`config.mk`:
```
export PLATFORM = sky130hd
export DESIGN_NAME = binary_search
export DESIGN_NICKNAME = d
export VERILOG_FILES = /design/src/rtl/binary_search.sv
export SDC_FILE = /design/constraint.sdc
export NUM_CORES = 2
export LEC_CHECK = 0
export CELL_PAD_IN_SITES_DETAIL_PLACEMENT = 0
export CELL_PAD_IN_SITES_GLOBAL_PLACEMENT = 1
export CORE_ASPECT_RATIO = 0.9
export CORE_MARGIN = 5
export CORE_UTILIZATION = 35
export CTS_CLUSTER_DIAMETER = 100
export DETAILED_ROUTE_END_ITERATION = 8
export PLACE_DENSITY_LB_ADDON = 0.1
export SYNTH_ARGS = -nofsm -noshare
export SYNTH_HDL_FRONTEND = slang
export SYNTH_SLANG_ARGS = --single-unit
```
`constraint.sdc`:
```
create_clock -name clk -period 5.8 [get_ports clk]
set_clock_uncertainty 0.05 [all_clocks]
set_input_delay 0.58 -clock clk [delete_from_list [all_inputs] [get_ports clk]]
set_output_delay 0.58 -clock clk [all_outputs]
set_load 0.02 [all_outputs]
```
`src/rtl/binary_search.sv`:
```
// Sorted 255-entry table with push/clear and a binary-search lookup; commands are edge-detected levels.
// Optional build macro BINARY_SEARCH_ORDER_CHECK_EN adds a sticky non-ascending-push flag.
module binary_search (
   input  logic        clk,
   input  logic        rstn,
   input  logic        enable,
   input  logic        clear,
   input  logic        push,
   input  logic        search,
   input  logic [15:0] din,
   input  logic [15:0] key,
   output logic        full,
   output logic        empty,
   output logic        idle,
   output logic [7:0]  count,
   output logic        done,
   output logic        found,
   output logic [7:0]  index,
   output logic        order_err
);

   localparam logic [2:0] IDLE    = 3'd0;
   localparam logic [2:0] CLEAR   = 3'd1;
   localparam logic [2:0] PUSH    = 3'd2;
   localparam logic [2:0] S_INIT  = 3'd3;
   localparam logic [2:0] S_PROBE = 3'd4;
   localparam logic [2:0] S_CMP   = 3'd5;
   localparam logic [2:0] S_DONE  = 3'd6;

   logic [15:0] tbl [0:255];
   logic [2:0]  state;
   logic [1:0]  clr_sr, push_sr, srch_sr;
   logic [8:0]  lo, hi;
   logic [7:0]  mid;
   logic [15:0] key_q;
   logic        res_found;
   logic [7:0]  res_index;

   assign full  = (count == 8'd255);
   assign empty = (count == 8'd0);
   assign idle  = (state == IDLE);

   always_ff @(posedge clk or negedge rstn) begin
      if (!rstn) begin
         state     <= IDLE;
         count     <= 8'd0;
         clr_sr    <= 2'b00;
         push_sr   <= 2'b00;
         srch_sr   <= 2'b00;
         lo        <= 9'd0;
         hi        <= 9'd0;
         mid       <= 8'd0;
         key_q     <= 16'd0;
         res_found <= 1'b0;
         res_index <= 8'd0;
         done      <= 1'b0;
         found     <= 1'b0;
         index     <= 8'd0;
      end else if (enable) begin
         clr_sr  <= {clr_sr[0], clear};
         push_sr <= {push_sr[0], push};
         srch_sr <= {srch_sr[0], search};
         done    <= 1'b0;
         case (state)
            IDLE: begin
               // edges seen while busy simply shift out and are lost
               if (clr_sr == 2'b01)       state <= CLEAR;
               else if (push_sr == 2'b01) state <= PUSH;
               else if (srch_sr == 2'b01) state <= S_INIT;
            end
            CLEAR: begin
               count <= 8'd0;
               state <= IDLE;
            end
            PUSH: begin
               if (!full) count <= count + 8'd1;
               state <= IDLE;
            end
            S_INIT: begin
               key_q <= key;
               lo    <= 9'd0;
               hi    <= {1'b0, count};
               state <= S_PROBE;
            end
            S_PROBE: begin
               if (lo >= hi) begin
                  res_found <= 1'b0;
                  res_index <= lo[7:0];
                  state     <= S_DONE;
               end else begin
                  mid   <= 8'((lo + hi) >> 1);
                  state <= S_CMP;
               end
            end
            S_CMP: begin
               if (tbl[mid] == key_q) begin
                  res_found <= 1'b1;
                  res_index <= mid;
                  state     <= S_DONE;
               end else begin
                  if (tbl[mid] < key_q) lo <= {1'b0, mid} + 9'd1;
                  else                  hi <= {1'b0, mid};
                  state <= S_PROBE;
               end
            end
            S_DONE: begin
               // results publish together with done so they hold between searches
               done  <= 1'b1;
               found <= res_found;
               index <= res_index;
               state <= IDLE;
            end
            default: state <= IDLE;
         endcase
      end
   end

   always_ff @(posedge clk) begin
      if (enable && state == PUSH && !full) tbl[count] <= din;
   end

`ifdef BINARY_SEARCH_ORDER_CHECK_EN
   logic [7:0] prev_idx;
   logic       order_viol;
   assign prev_idx   = count - 8'd1;
   assign order_viol = (state == PUSH) && (count != 8'd0) && (din < tbl[prev_idx]);

   always_ff @(posedge clk or negedge rstn) begin
      if (!rstn)                order_err <= 1'b0;
      else if (enable) begin
         if (state == CLEAR)    order_err <= 1'b0;
         else if (order_viol)   order_err <= 1'b1;
      end
   end
`else
   assign order_err = 1'b0;
`endif

endmodule

```
Word level (Yosys, flattened, before mapping)
Memories as Yosys holds them, arrays and structs flattened.
Index checks and enable logic that the tools add are counted.

operators by class
  add/subtract/negate cells = 3
  multipliers = 0
  divide/modulo/power cells = 0
  order comparisons = 2
  eq/ne operators = 18
  shift operators = 0
  multiplexer cells = 23
  bitwise gates (word level) = 1
  reductions and logical operators = 16

operators by type and width
  operator               number
  $mux W9                4
  $pmux W9 S2            2
  $pmux W8 S2            2
  $mux W8                3
  $eq A16 B16 Y1         1
  $lt A16 B16 Y1         1
  $ne A2 B2 Y1 const B   6
  $pmux W3 S4            1
  $reduce_and A4 Y1      3
  $add A8 B1 Y9 const B  1
  $add A9 B9 Y9          1
  $eq A3 B3 Y1 const B   3
  $ge A9 B9 Y1           1
  $mux W3                3
  $add A8 B1 Y8 const B  1
  $eq A8 B8 Y1 const B   1
  $logic_not A8 Y1       1
  $eq A2 B1 Y1 const B   3
  $eq A3 B2 Y1 const B   2
  $reduce_and A2 Y1      3
  $reduce_and A3 Y1      2
  $reduce_bool A2 Y1     3
  $mux W1                5
  $mux W2                2
  7 further kinds        8

word-level totals
  flip-flop bits (word level) = 78
  latch bits = 0
  memory bits (writable) = 4096
  bits in read-only memories = 0
  input bits = 38
  memories = 1

memories
  name  words  width  read ports  clocked after memory_dff  write ports  line  source
  tbl   256    16     1           0                         1            30    logic [15:0] tbl [0:255];

Logic depth before layout (Yosys ltp)
  depth in word-level cells = 5
  depth in mapped cells = 24
  depth with buffers taken out = 17

Worst setup path after synthesis
No wires, ideal clock.

  path type = flip-flop to flip-flop
  start = register mid[0]
  end = register hi[1]
  data arrival time = 4.145 ns
  data required time = 5.624 ns
  slack = 1.479 ns
  cell stages (with the launch flop) = 18
  path buffers = 4
  cells stage by stage = dfrtp_1 -> buf_6 -> buf_12 -> buf_12 -> mux4_1 -> mux4_2 -> a22o_1 -> a211oi_2 -> nor3_1 -> ha_1 -> nand4_1 -> or2_2 -> nor4_1 -> nor2_1 -> inv_1 -> a21oi_1 -> clkbuf_1 -> a221o_1

on the way
  longest elaborated chain between the ends = 4

RTL lines
  item                                                     line     source
  start: declaration                                       34       logic [7:0] mid;
  start signal: assignment                                 91       mid <= 8'((lo + hi) >> 1);
  $mem_v2 Z256 W16 *                                       -
  $lt A16 B16 Y1 / $eq A16 B16 Y1 (equally long branches)  101, 96
  $ne A2 B2 Y1 (no source line)                            -
  $reduce_and A4 Y1 (no source line) *                     -
  end signal: assignment                                   82       hi <= {1'b0, count};
  end signal: assignment                                   102      else hi <= {1'b0, mid};
  end: declaration                                         33       logic [8:0] lo, hi;

Mark *: on every way between the ends. The rest lies on a longest branch, timed or not.
A chain may end at the register's enable or synchronous reset.

Worst setup path after layout
  start = register mid[0]
  end = register res_index[1]

on the way
  longest elaborated chain between the ends = 4

RTL lines
  item                                line  source
  $mem_v2 Z256 W16                    -
  $eq A16 B16 Y1                      96    if (tbl[mid] == key_q) begin
  $ne A2 B2 Y1 (no source line)       -
  $reduce_and A4 Y1 (no source line)  -
  end signal: assignment              88    res_index <= lo[7:0];
  end signal: assignment              98    res_index <= mid;
  end: declaration                    37    logic [7:0] res_index;

Every way passes these cells.

==> qor.csv <==
stage,metric,value,unit
critical_path,Reg2Reg Setup Slack,0.04,ns
synthesis,register area share after synthesis,75.8,%
cells_and_area,register area,0.125,sq mm
sta,RSZ-0062 raised after global routing,no,
critical_path,"critical path, cell by cell","buf_16, buf_12, buf_12, mux4_1, mux4_2, a22oi_2, buf_4, nand3_1, nand2_2, buf_12, nor4_2, ha_1, nand4_1, or2_2, buf_4, nor4_4, buf_4, nand2_1, nand2_1, buf_12, mux2_2",
synthesis,Mapped Area,0.165,sq mm
worst_hold_path,WHS Path Cells,3,
synthesis,Ys Warns,0,
placed_design,IO Port Bufs,58,
sta,Min Hold Slack,0.103,ns
pwr,Int Pwr,61.9,mW
clocking,"Clk Latency, worst-skew pair",1.01,ns
clocking,CTS root buffer,clkbuf_16,
critical_path,Critical Path RT,6.64,ns
floorplan,core box area,0.470,sq mm
critical_path,CP top delay family,multiplexers,
synthesis,Synth cell types,90,
sta,fin crit period,5.76,ns
pwr,sequential power share,35.8,%
grt,vias in the first global route,87269,
synthesis,Post-synth EDFFs,4096,
worst_hold_path,Hold Crit Start,key[11],
synthesis,Yosys reg bits,4173,
worst_hold_path,Hold Path Class,primary input to flop,
critical_path,WP buf/inv,8,
synthesis,ys async rst share,1.85,%
drt,drt pass-1 iters,5,
critical_path,nature of the critical path endpoint,flop,
floorplan,Starting Density,35.1,%
sta,Slew Limit Fails,0,
drt,vias per inst,5.55,
pwr,LEAKAGE,64.0,nW
critical_path,R2R Path End,res_index[1]$_DFFE_PN0P_,
grt,gr ovfl total,0,
clocking,H-Tree Level Count,5,
cells_and_area,area of the multi-input gates,0.0364,sq mm
critical_path,critical path class,flop to flop,
run_status,status,"finished, final reports clean",
floorplan,I/O pin cnt,60,
pwr,PD cells,483,mW/mm^2
critical_path,Critical Path Slowest Stage Cell,mux4_1,
sta,Achievable Freq,174,MHz
cells_and_area,Area Growth Syn to Fin,18.0,%
synthesis,most frequently used flop master after synthesis,edfxtp_1,
pwr,Comb pwr share,34.4,%
cells_and_area,Layout Nets,9231,
floorplan,Placement Rows,239,
pwr,sw frac,34.0,%
sta,Final Hold Fails,0,
critical_path,startpoint types,flop,
critical_path,R2R Path Start,mid[0]$_DFFE_PN0P_,
clocking,TritonCTS Sinks,4173,
pwr,Max VDD drop,0.335,mV
grt,GRT Overall Usage,23.1,%
sta,worst slew pin tran,1.43,ns
sta,Rel. slew slack,4.84,%
cells_and_area,"commonest non-fill, non-tap cells in the layout","edfxtp_1, buf_4, mux2i_1",
sta,post-route clock period utilization,99.3,%
drt,detailed-route via count,87704,
clocking,clk slew on worst S/H paths,0.06,ns
floorplan,Die Wd,733,microns
critical_path,WP data arrival,6.60,ns
grt,initial antenna violation count,39,
sta,setup total negative slack,0,ns
grt,largest net degree at the start of global routing,164,
cells_and_area,"commonest non-fill, non-tap cell in the layout",edfxtp_1,
sta,# setup viols final,0,
drt,post-DR wirelength/cell,36.2,microns
placed_design,hpwl dp,363,mm
critical_path,worst-path maximum fanout,14,
pwr,Clock power frac,29.8,%
drt,DR iter-0 viols,9782,
grt,first-pass GRT wire length,773,mm
floorplan,die area,0.485,sq mm
cells_and_area,share of layout cells above drive strength 1,27.7,%
cells_and_area,FILL cells,41580,
synthesis,syn_area_per_cell,20.5,sq um
clocking,CTS buffer count,448,
critical_path,CP dominant cell by count,buf_12,
drt,DR DRC count,0,
worst_hold_path,Hold Path End,key_q[11]$_DFFE_PN0P_,
synthesis,Syn Inst Count,8032,
pwr,Switch Pwr,31.9,mW
drt,Routed Antenna Nets,0,
clocking,CTS tree,built,
clocking,Max Root-Sink Buffers,4,
critical_path,FF-to-FF path depth,21,
placed_design,Placer Congestion,0.853,
job,max cap viols,0,
critical_path,Critical Path Max Stage Delay,0.62,ns
drt,Total Wirelength,573,mm
floorplan,die height,661,microns
layout make-up:
| type | count | share of cell area, % |
|---|---|---|
| clock buffers | 565 | 6.10 |
| repair buffers | 1132 | 5.52 |
| clock inverters | 253 | 1.20 |
| diodes | 17 | 0.0219 |
| inverters | 42 | 0.0934 |
| well taps | 6266 | 4.03 |
| flip-flops and latches | 4173 | 64.3 |
| multi-input cells | 3358 | 18.7 |
sequential cells by signal, summed over array words and instances, names as in the netlist:
signal / count
hi: 8
lo: 9
done: 1
clr_sr: 2
state: 3
mid: 8
res_found: 1
push_sr: 2
index: 8
srch_sr: 2
tbl: 4096
res_index: 8
key_q: 16
found: 1
count: 8
worst reg2reg max path, stage by stage, from the launching register on:
cell and delay [ns]:
dfrtp_4 0.52, buf_16 0.21, buf_12 0.17, buf_12 0.18, mux4_1 0.63, mux4_2 0.60
a22oi_2 0.32, buf_4 0.16, nand3_1 0.16, nand2_2 0.15, buf_12 0.12, nor4_2 0.06
ha_1 0.30, nand4_1 0.12, or2_2 0.33, buf_4 0.15, nor4_4 0.47, buf_4 0.21
nand2_1 0.10, nand2_1 0.15, buf_12 0.13, mux2_2 0.33
Yosys cell counts, drive strengths merged (13+ instances only):
cell type	count	area share (%)
edfxtp	4096	75
mux2i	718	4.4
mux4	713	10
nor2	387	0.88
buf	303	1.9
o221ai	236	1.3
nand2	208	0.48
a21oi	180	0.55
clkbuf	171	0.65
o22ai	163	0.62
o21ai	115	0.35
dfrtp	77	1.2
nor3	57	0.19
a22oi	53	0.24
nand3	52	0.16
inv	41	0.093
mux2	38	0.26
ha	37	0.28
a31oi	36	0.14
a221oi	28	0.16
a211oi	26	0.12
and2	24	0.091
nor4	24	0.11
a22o	20	0.11
nor2b	17	0.065
nand4	16	0.065
a21o	14	0.064
o31ai	13	0.059
routing by layer:
metal	track usage, %	share of wire, %	vias up	routed length (microns)
met3	3.97	6.5	656	37100
met1	32.8	44	48008	252000
li1	-	-	35892	-
met2	36.8	47	3148	267000
met4	6.23	3.0	0	17100
met5	0	0	-	0
through the flow:
| stage | cells | utilization [%] | area, sq um | setup WS (ns) | total power [mW] |
|---|---|---|---|---|---|
| floorplan | 8048 | - | 165000 | 1.48 | 51.2 |
| global placement | 14923 | 38.2 | 179000 | -1.57 | 66.2 |
| detailed placement | 14924 | 38.2 | 179000 | -1.09 | 66.2 |
| CTS | 15763 | 41.3 | 194000 | 0.0111 | 94.3 |
| global route | 15792 | 41.4 | 194000 | 0.00313 | 97.0 |
| finish | 15806 | 41.4 | 194000 | 0.0403 | 93.8 |
power by group through the flow:
stage                     Sequential, mW  Combinational [mW]  Clock, mW
after floorplan                     34.0                17.1          0
after global placement              34.2                32.0          0
after detailed placement            34.2                32.0          0
after CTS                           33.6                32.1       28.6
after global routing                33.6                33.6       29.9
final                               33.6                32.3       28.0
worst max-delay path by stage:
stage | startpoint | end | slack (ns) | depth (start not counted)
after global placement | mid[6]$_DFFE_PN0P_ | res_index[1]$_DFFE_PN0P_ | -1.57 | 18
after global routing | mid[0]$_DFFE_PN0P_ | res_index[1]$_DFFE_PN0P_ | 0.003 | 21
after CTS | mid[1]$_DFFE_PN0P_ | res_index[2]$_DFFE_PN0P_ | 0.01 | 22
after floorplan | mid[0]$_DFFE_PN0P_ | hi[1]$_DFFE_PN0P_ | 1.48 | 17
final | mid[0]$_DFFE_PN0P_ | res_index[1]$_DFFE_PN0P_ | 0.04 | 21
after detailed placement | mid[0]$_DFFE_PN0P_ | res_index[6]$_DFFE_PN0P_ | -1.09 | 23
what timing repair did:
action                                 CTS  global route
pin swaps                                2             6
buffers inserted                         1            23
hold buffers                            20             0
setup endpoints to repair               44            41
endpoints found under the hold margin  327             0
cloned                                   0             4
gates resized for setup                 21            44
kinds of logic after synthesis:
group	Yosys count	synth area share, %
other cells	1	0.00228
simple gates	836	2.26
xor+xnor	20	0.106
fa+ha+maj	38	0.293
compound gates	978	4.20
buf+inv	517	2.65
flops	4173	75.8
mux	1469	14.7
(Power assumes the default switching activity.)
